**config.mk**
```make
export PLATFORM = sky130hd
export DESIGN_NAME = branch_fetch_unit
export DESIGN_NICKNAME = d
export VERILOG_FILES = /design/src/rtl/branch_fetch_unit.sv
export SDC_FILE = /design/constraint.sdc
export NUM_CORES = 1
export LEC_CHECK = 0
export CAP_MARGIN = 10
export CORE_ASPECT_RATIO = 0.9
export CORE_MARGIN = 5
export CORE_UTILIZATION = 52
export DETAILED_ROUTE_END_ITERATION = 10
export PLACE_DENSITY = 0.77
export REMOVE_ABC_BUFFERS = 1
export SLEW_MARGIN = 5
export SYNTH_ARGS = -nofsm -noshare
export SYNTH_HDL_FRONTEND = slang
export SYNTH_SLANG_ARGS = --single-unit
```
**constraint.sdc**
```tcl
create_clock -name clk -period 4.9 [get_ports clk]
set_input_delay 0.98 -clock clk [delete_from_list [all_inputs] [get_ports clk]]
set_output_delay 0.98 -clock clk [all_outputs]
set_load 0.005 [all_outputs]
```
**src/rtl/branch_fetch_unit.sv**
```systemverilog
// PC-generation / fetch stage feeding the BTB, with an in-flight prediction FIFO and
// mispredict redirect. Define BFU_STATS_EN to build the saturating branch/mispredict counters.
module branch_fetch_unit #(
    parameter int unsigned PC_WIDTH = 10,
    parameter int unsigned RESET_PC = 0,
    parameter int unsigned QDEPTH   = 4
) (
    input  logic                clk,
    input  logic                rst_n,
    input  logic                stall,
    output logic [PC_WIDTH-1:0] fetch_pc,
    output logic                fetch_valid,
    input  logic                btb_hit,
    input  logic [PC_WIDTH-1:0] btb_target,
    input  logic                resolve_valid,
    input  logic                resolve_is_branch,
    input  logic                resolve_taken,
    input  logic [PC_WIDTH-1:0] resolve_target,
    output logic                flush,
    output logic                btb_we,
    output logic [PC_WIDTH-1:0] btb_update_pc,
    output logic [PC_WIDTH-1:0] btb_store_pc,
    output logic                resolve_underflow,
    output logic [15:0]         stat_branches,
    output logic [15:0]         stat_mispredicts
);

    localparam int unsigned PTR_W  = $clog2(QDEPTH);
    localparam int unsigned CNT_W  = PTR_W + 1;
    localparam int unsigned STAT_W = 16;

    // Prediction-tracking FIFO storage
    logic [PC_WIDTH-1:0] q_pc  [QDEPTH];
    logic [PC_WIDTH-1:0] q_tgt [QDEPTH];
    logic [QDEPTH-1:0]   q_hit;
    logic [PTR_W-1:0]    wr_ptr;
    logic [PTR_W-1:0]    rd_ptr;
    logic [CNT_W-1:0]    count;

    logic                fifo_empty;
    logic                fifo_full;
    logic                push;
    logic                pop;
    logic [PC_WIDTH-1:0] head_pc;
    logic [PC_WIDTH-1:0] head_tgt;
    logic                head_hit;
    logic [PC_WIDTH-1:0] head_seq;
    logic [PC_WIDTH-1:0] pred_next;
    logic [PC_WIDTH-1:0] act_next;
    logic                actual_taken;
    logic                mispredict;
    logic                btb_write;
    logic [PC_WIDTH-1:0] issue_next;

    assign fifo_empty  = (count == '0);
    assign fifo_full   = (count == CNT_W'(QDEPTH));
    assign fetch_valid = !fifo_full && !stall;
    assign push        = fetch_valid;
    assign pop         = resolve_valid && !fifo_empty;
    assign flush       = pop && mispredict;

    // Resolve-side compare of the oldest prediction against the actual outcome
    always_comb begin
        head_pc      = q_pc[rd_ptr];
        head_tgt     = q_tgt[rd_ptr];
        head_hit     = q_hit[rd_ptr];
        head_seq     = head_pc + PC_WIDTH'(1);
        actual_taken = resolve_is_branch && resolve_taken;
        pred_next    = head_hit ? head_tgt : head_seq;
        act_next     = actual_taken ? resolve_target : head_seq;
        mispredict   = (pred_next != act_next);
        btb_write    = pop && actual_taken && (!head_hit || (head_tgt != resolve_target));
        issue_next   = btb_hit ? btb_target : (fetch_pc + PC_WIDTH'(1));
    end

    // FIFO payload; stale entries are harmless because count gates every read
    always_ff @(posedge clk) begin
        if (push) begin
            q_pc[wr_ptr]  <= fetch_pc;
            q_tgt[wr_ptr] <= btb_target;
            q_hit[wr_ptr] <= btb_hit;
        end
    end

    // PC register and FIFO control; a flush discards the same-cycle push as well
    always_ff @(posedge clk) begin
        if (!rst_n) begin
            fetch_pc <= PC_WIDTH'(RESET_PC);
            wr_ptr   <= '0;
            rd_ptr   <= '0;
            count    <= '0;
        end else if (flush) begin
            fetch_pc <= act_next;
            wr_ptr   <= '0;
            rd_ptr   <= '0;
            count    <= '0;
        end else begin
            if (push) begin
                fetch_pc <= issue_next;
                wr_ptr   <= wr_ptr + PTR_W'(1);
            end
            if (pop) begin
                rd_ptr <= rd_ptr + PTR_W'(1);
            end
            if (push && !pop) begin
                count <= count + CNT_W'(1);
            end else if (pop && !push) begin
                count <= count - CNT_W'(1);
            end
        end
    end

    // BTB training pulse; addresses keep their last written value between pulses
    always_ff @(posedge clk) begin
        if (!rst_n) begin
            btb_we            <= 1'b0;
            btb_update_pc     <= '0;
            btb_store_pc      <= '0;
            resolve_underflow <= 1'b0;
        end else begin
            btb_we <= btb_write;
            if (btb_write) begin
                btb_update_pc <= head_pc;
                btb_store_pc  <= resolve_target;
            end
            if (resolve_valid && fifo_empty) begin
                resolve_underflow <= 1'b1;
            end
        end
    end

`ifdef BFU_STATS_EN
    logic [STAT_W-1:0] branches_q;
    logic [STAT_W-1:0] mispredicts_q;

    // Saturating performance counters
    always_ff @(posedge clk) begin
        if (!rst_n) begin
            branches_q    <= '0;
            mispredicts_q <= '0;
        end else begin
            if (pop && resolve_is_branch && (branches_q != '1)) begin
                branches_q <= branches_q + STAT_W'(1);
            end
            if (flush && (mispredicts_q != '1)) begin
                mispredicts_q <= mispredicts_q + STAT_W'(1);
            end
        end
    end

    assign stat_branches    = branches_q;
    assign stat_mispredicts = mispredicts_q;
`else
    assign stat_branches    = 16'h0000;
    assign stat_mispredicts = 16'h0000;
`endif

endmodule

```
Word level (Yosys, flattened, before mapping)
Memories as Yosys holds them, arrays and structs flattened. A register that Yosys moved wholly into a read port is not among the register bits.
Index checks and enable logic that the tools add are counted.
{"block": "op_classes", "addsub": 6, "n_lt_le_gt_ge": 3, "n_eq_ne": 3, "mux": 18, "bitwise_logic": 1, "reduce_logical": 21}
{"operator": "10-bit 2-to-1 mux", "n": 5}
{"operator": "10-bit by 1-bit adder with 10-bit output (second input constant)", "n": 2}
{"operator": "10-bit != test", "n": 2}
{"operator": "1-bit logical AND", "n": 10}
{"operator": "2-bit 2-to-1 mux", "n": 4}
{"operator": "1-bit logical NOT", "n": 6}
{"operator": "2-bit by 3-bit < comparator with 1-bit output (second input constant)", "n": 2}
{"operator": "3-bit 2-to-1 mux", "n": 2}
{"operator": "2-bit by 1-bit adder with 2-bit output (second input constant)", "n": 2}
{"operator": "4-bit bitwise mux", "n": 1}
{"operator": "1-bit 2-to-1 mux", "n": 4}
{"operator": "2-bit nonzero test", "n": 2}
{"operator": "3-bit by 1-bit adder with 3-bit output (second input constant)", "n": 1}
{"operator": "3-bit == test (second input constant)", "n": 1}
{"operator": "3-bit logical NOT", "n": 1}
{"operator": "3-bit by 1-bit subtractor with 3-bit output (second input constant)", "n": 1}
{"operator": "1-bit binary-select mux with 2-bit select", "n": 1}
{"operator": "1-bit demux with 2-bit select", "n": 1}
{"operator": "2-bit by 1-bit >= comparator with 1-bit output (second input constant)", "n": 1}
{"operator": "2-bit OR reduction", "n": 1}
{"operator": "1-bit logical OR", "n": 1}
{"operator": "1-bit inverter", "n": 1}
{"block": "totals", "register_bits": 43, "mem_bits_rw": 80, "in_bits": 27, "output_inout_bits": 66, "word_cells": 63, "memories": 2}
{"name": "q_pc", "words": 4, "word_bits": 10, "rd": 1, "rd_clocked_by_memory_dff": 1, "write_ports": 1, "line_no": "33", "text": "logic [PC_WIDTH-1:0] q_pc [QDEPTH];"}
{"name": "q_tgt", "words": 4, "word_bits": 10, "rd": 1, "rd_clocked_by_memory_dff": 1, "write_ports": 1, "line_no": "34", "text": "logic [PC_WIDTH-1:0] q_tgt [QDEPTH];"}

Logic depth before layout (Yosys ltp)
{"block": "logic_depth", "word_depth": 7, "ltp_mapped": 12, "mapped_depth_nobuf": 10}

Worst setup path before layout
No wires, ideal clock.
{"block": "synth_path", "path_kind": "flip-flop to output port", "from": "register with a tool-made name", "to": "output port flush", "t_arrival_ps": 2688, "required_ps": 3920, "path_slack_ps": 1232, "stages_incl_launch_ff": 11, "n_path_buf": 1, "path_cell_list": "dfxtp_1 buf_6 mux4_2 ha_1 xnor2_2 o21ai_0 xnor2_1 o22ai_1 a2111o_1 o31ai_4 inv_2"}
{"item": "to (decl)", "line_no": "19", "text": "output logic flush,"}

==> impl_metrics.json <==
{
  "die_w_um": 125.2,
  "track_usage_pct": 20.92,
  "max_freq_mhz": 211.4,
  "core_area_sq_um": 11570,
  "status": "complete, no violations",
  "dp_hpwl_um": 9914,
  "crit_fanout": 10,
  "grtUsageMet2_pct": 33.79,
  "layout.nets": 622,
  "initial_core_util_pct": 53.68,
  "reg2reg_depth": 10,
  "start_kind": "flip-flop",
  "post-route-period-util_pct": 96.52,
  "ir_drop_mv": 0.3009,
  "stdcell_count": 756,
  "critical_path_required_ps": 3920,
  "synthTopCellsByArea": "edfxtp_1 (41%), dfxtp_1 (13%), mux4_2 (6.2%), mux2i_1 (4.7%), buf_4 (4.1%)",
  "via_per_inst": 5.733,
  "seq_area_frac_synth_pct": 53.82,
  "ant_nets": 0,
  "cp_slowest_stage_delay_ps": 700,
  "final_max_slew_viol_count": 0,
  "final_hold_viol_count": 0,
  "root_buffer": "clkbuf_16",
  "cp.arrival_ps": 3750,
  "power.total_uw": 3736,
  "worstSkewPairLatency_ps": 420,
  "fin_crit_ps": 4729,
  "grt.met3_usage_pct": 5.478,
  "grt_pass1_vias": 4211,
  "area_growth_pct": 21.99,
  "pwr-share-clk_pct": 33.5,
  "grt_util_met1_pct": 27.88,
  "maxCapViolations": 0,
  "synth_area_sq_um": 6212,
  "die_h_um": 113.7,
  "worst_slew_pin_slew_ps": 1115,
  "numClockSinks": 125,
  "hold_class": "reg2reg",
  "h-tree-depth": 4,
  "grt_overflow": 0,
  "setup_ws_ps": 170.5,
  "critPathBufInv": 3,
  "crit_type": "reg2out",
  "drt_iter0_drc": 492,
  "drive_gt1_share_pct": 13.33,
  "finalWirelength_um": 14870,
  "dp.cells": 720,
  "hold_depth": 2,
  "end_kind": "output pin",
  "dieArea_sq_um": 14240,
  "setup_violations": 0,
  "holdWs_ps": 470.2,
  "path_cells": "buf_12 -> mux4_1 -> nand3_1 -> nor2_1 -> xnor3_1 -> o21ai_0 -> a2111o_1 -> o31ai_4 -> inv_2 -> clkdlybuf4s50_1",
  "pwr-share-comb_pct": 28.3,
  "maxSlewHeadroom_pct": 25.46,
  "synth.distinct_cells": 60,
  "cts_tree": "yes",
  "io_buffers": 60,
  "grt_max_degree": 32,
  "grt_first_pass_wirelength_um": 23030,
  "fillCellCount": 854,
  "firstDrtPassIters": 5,
  "netSwitchingFraction_pct": 30.28,
  "rsz0062_at_grt": "false",
  "via_count": 4334,
  "holdBufCountCts": 0,
  "numCtsBuffers": 17,
  "p_seq_share_pct": 38.3,
  "p_int_uw": 2605,
  "synth_top_area_share_pct": 40.60,
  "dp_slack_ps": 366.4,
  "cp_num_cells": 10,
  "yosysTopAreaCell": "edfxtp_1",
  "io-pin-count": 93,
  "drc": 0,
  "power_density_nw_per_um2": 493.0,
  "r2r_slack_ps": 1520,
  "grt_antenna_before_repair": 0,
  "syn-instance-count": 513,
  "synth_ff_type": "edfxtp_1",
  "wl_per_cell_um": 19.67,
  "p_switching_uw": 1131,
  "ys_ff_latch": 125,
  "row_count": 37,
  "synth_edf_count": 84,
  "async_flop_share_pct": 0,
  "tns_ps": 0,
  "cp_slowest_cell": "mux4_1",
  "top_usage_layer": "met2",
  "diodes": 0,
  "clock-skew-final_ps": 8.022,
  "gp_congestion": 0.9303,
  "power_leakage_uw": 0.002866,
  "path_clk_slew_ps": 50,
  "synth_most_common_cell": "edfxtp_1",
  "path_delay_family": "compound AO/OA/AOI/OAI gates",
  "cts_max_path_buffers": 2,
  "avgSynthCellArea_sq_um": 12.11,
  "yosys_warnings": 0,
  "synth_common_cells": "edfxtp_1 (84), nor2_1 (52), dfxtp_1 (41)"
}
registers in the layout, indices dropped and copies added (netlist names), named ones only:
| register | count |
|---|---|
| count | 3 |
| fetch_pc | 10 |
| q_hit | 4 |
| q_tgt | 40 |
| wr_ptr | 2 |
| resolve_underflow | 1 |
| rd_ptr | 2 |
| btb_we | 1 |
| btb_store_pc | 10 |
| btb_update_pc | 10 |
| q_pc | 40 |
layout by cell type (no fill, tap or decap), types with 3 or more instances in the layout:
| cell type | synthesis | final |
|---|---|---|
| mux4_2 | 17 | 18 |
| and3_1 | 6 | 6 |
| o21ai_0 | 22 | 22 |
| a31oi_1 | 7 | 6 |
| nor2b_1 | 3 | 3 |
| clkdlybuf4s50_1 | 0 | 60 |
| a22oi_1 | 4 | 4 |
| dfxtp_1 | 41 | 39 |
| inv_1 | 14 | 14 |
| nand4_1 | 5 | 5 |
| ha_1 | 7 | 7 |
| mux2i_1 | 29 | 29 |
| clkbuf_16 | 0 | 19 |
| mux4_1 | 4 | 3 |
| and2_1 | 6 | 6 |
| clkbuf_1 | 15 | 4 |
| conb_1 | 1 | 32 |
| nor3_1 | 11 | 11 |
| a21o_1 | 3 | 3 |
| xor2_1 | 10 | 10 |
| nand2_1 | 33 | 33 |
| nor4_1 | 5 | 5 |
| o211ai_1 | 11 | 11 |
| xnor2_1 | 19 | 18 |
| edfxtp_1 | 84 | 84 |
| or3_1 | 3 | 3 |
| a21oi_1 | 15 | 15 |
| xnor3_1 | 3 | 3 |
| buf_4 | 34 | 18 |
| nor2_1 | 52 | 51 |
| nand3_1 | 10 | 10 |
worst paths after layout:
check                                 start                             end
max                               flip-flop                           flush
min reg2reg  resolve_underflow$_SDFFE_PN0P_  resolve_underflow$_SDFFE_PN0P_
min          resolve_underflow$_SDFFE_PN0P_  resolve_underflow$_SDFFE_PN0P_
max reg2reg                       flip-flop                       flip-flop
area by class of cell:
type	instances	area (sq um)	share of cell area, %
clock inverters	8	106.4	1.403
repair buffers	80	780.7	10.30
flip-flops and latches	125	3348	44.18
well taps	156	195.2	2.576
inverters	15	56.30	0.7429
clock buffers	24	493.0	6.505
multi-input cells	348	2599	34.29
power groups by stage:
stage	clock, uW	combinational (uW)	sequential, uW
floorplan	0	658	1420
finish	1250	1060	1430
detailed placement	0	1010	1450
CTS	1260	1030	1430
global route	1320	1140	1450
global placement	0	1000	1430
layer usage:
layer | routed length [um] | up-vias
li1 | - | 1977
met1 | 6618 | 2129
met2 | 6920 | 205
met3 | 1045 | 23
met4 | 289 | 0
met5 | 0 | -
kinds of logic after synthesis:
logic type / share of synthesized area, %
AND/OR/NAND/NOR: 11.32
flip-flops: 53.82
AO/OA/AOI/OAI: 8.298
buffers and inverters: 6.546
multiplexers: 12.53
XOR/XNOR: 5.700
adder cells (fa/ha/maj): 1.732
other: 0.06037
stage by stage:
| step | utilization, % | area (sq um) |
|---|---|---|
| final | 65.48 | 7579 |
| after global routing | 65.48 | 7579 |
| after CTS | 64.88 | 7508 |
| after detailed placement | 59.68 | 6907 |
| after global placement | 59.68 | 6907 |
| after floorplan | - | 5978 |
timing repair:
item | CTS | global route
buffers inserted | 0 | 3
endpoints found under the hold margin | 0 | 0
pin swaps | 0 | 2
resized for setup | 2 | 6
setup endpoints to repair | 1 | 1
gates cloned | 0 | 1
worst reg2reg max path, cell delays in order (launching register included):
cell and delay, ps:
dfxtp_4 380, buf_12 160, mux4_1 710, nand3_1 300, nor2_1 130, xnor3_1 220
o21ai_0 80, a2111o_1 490, buf_4 170, or4b_4 530, a21oi_1 140
No activity file was read; power rests on OpenSTA's default activity.
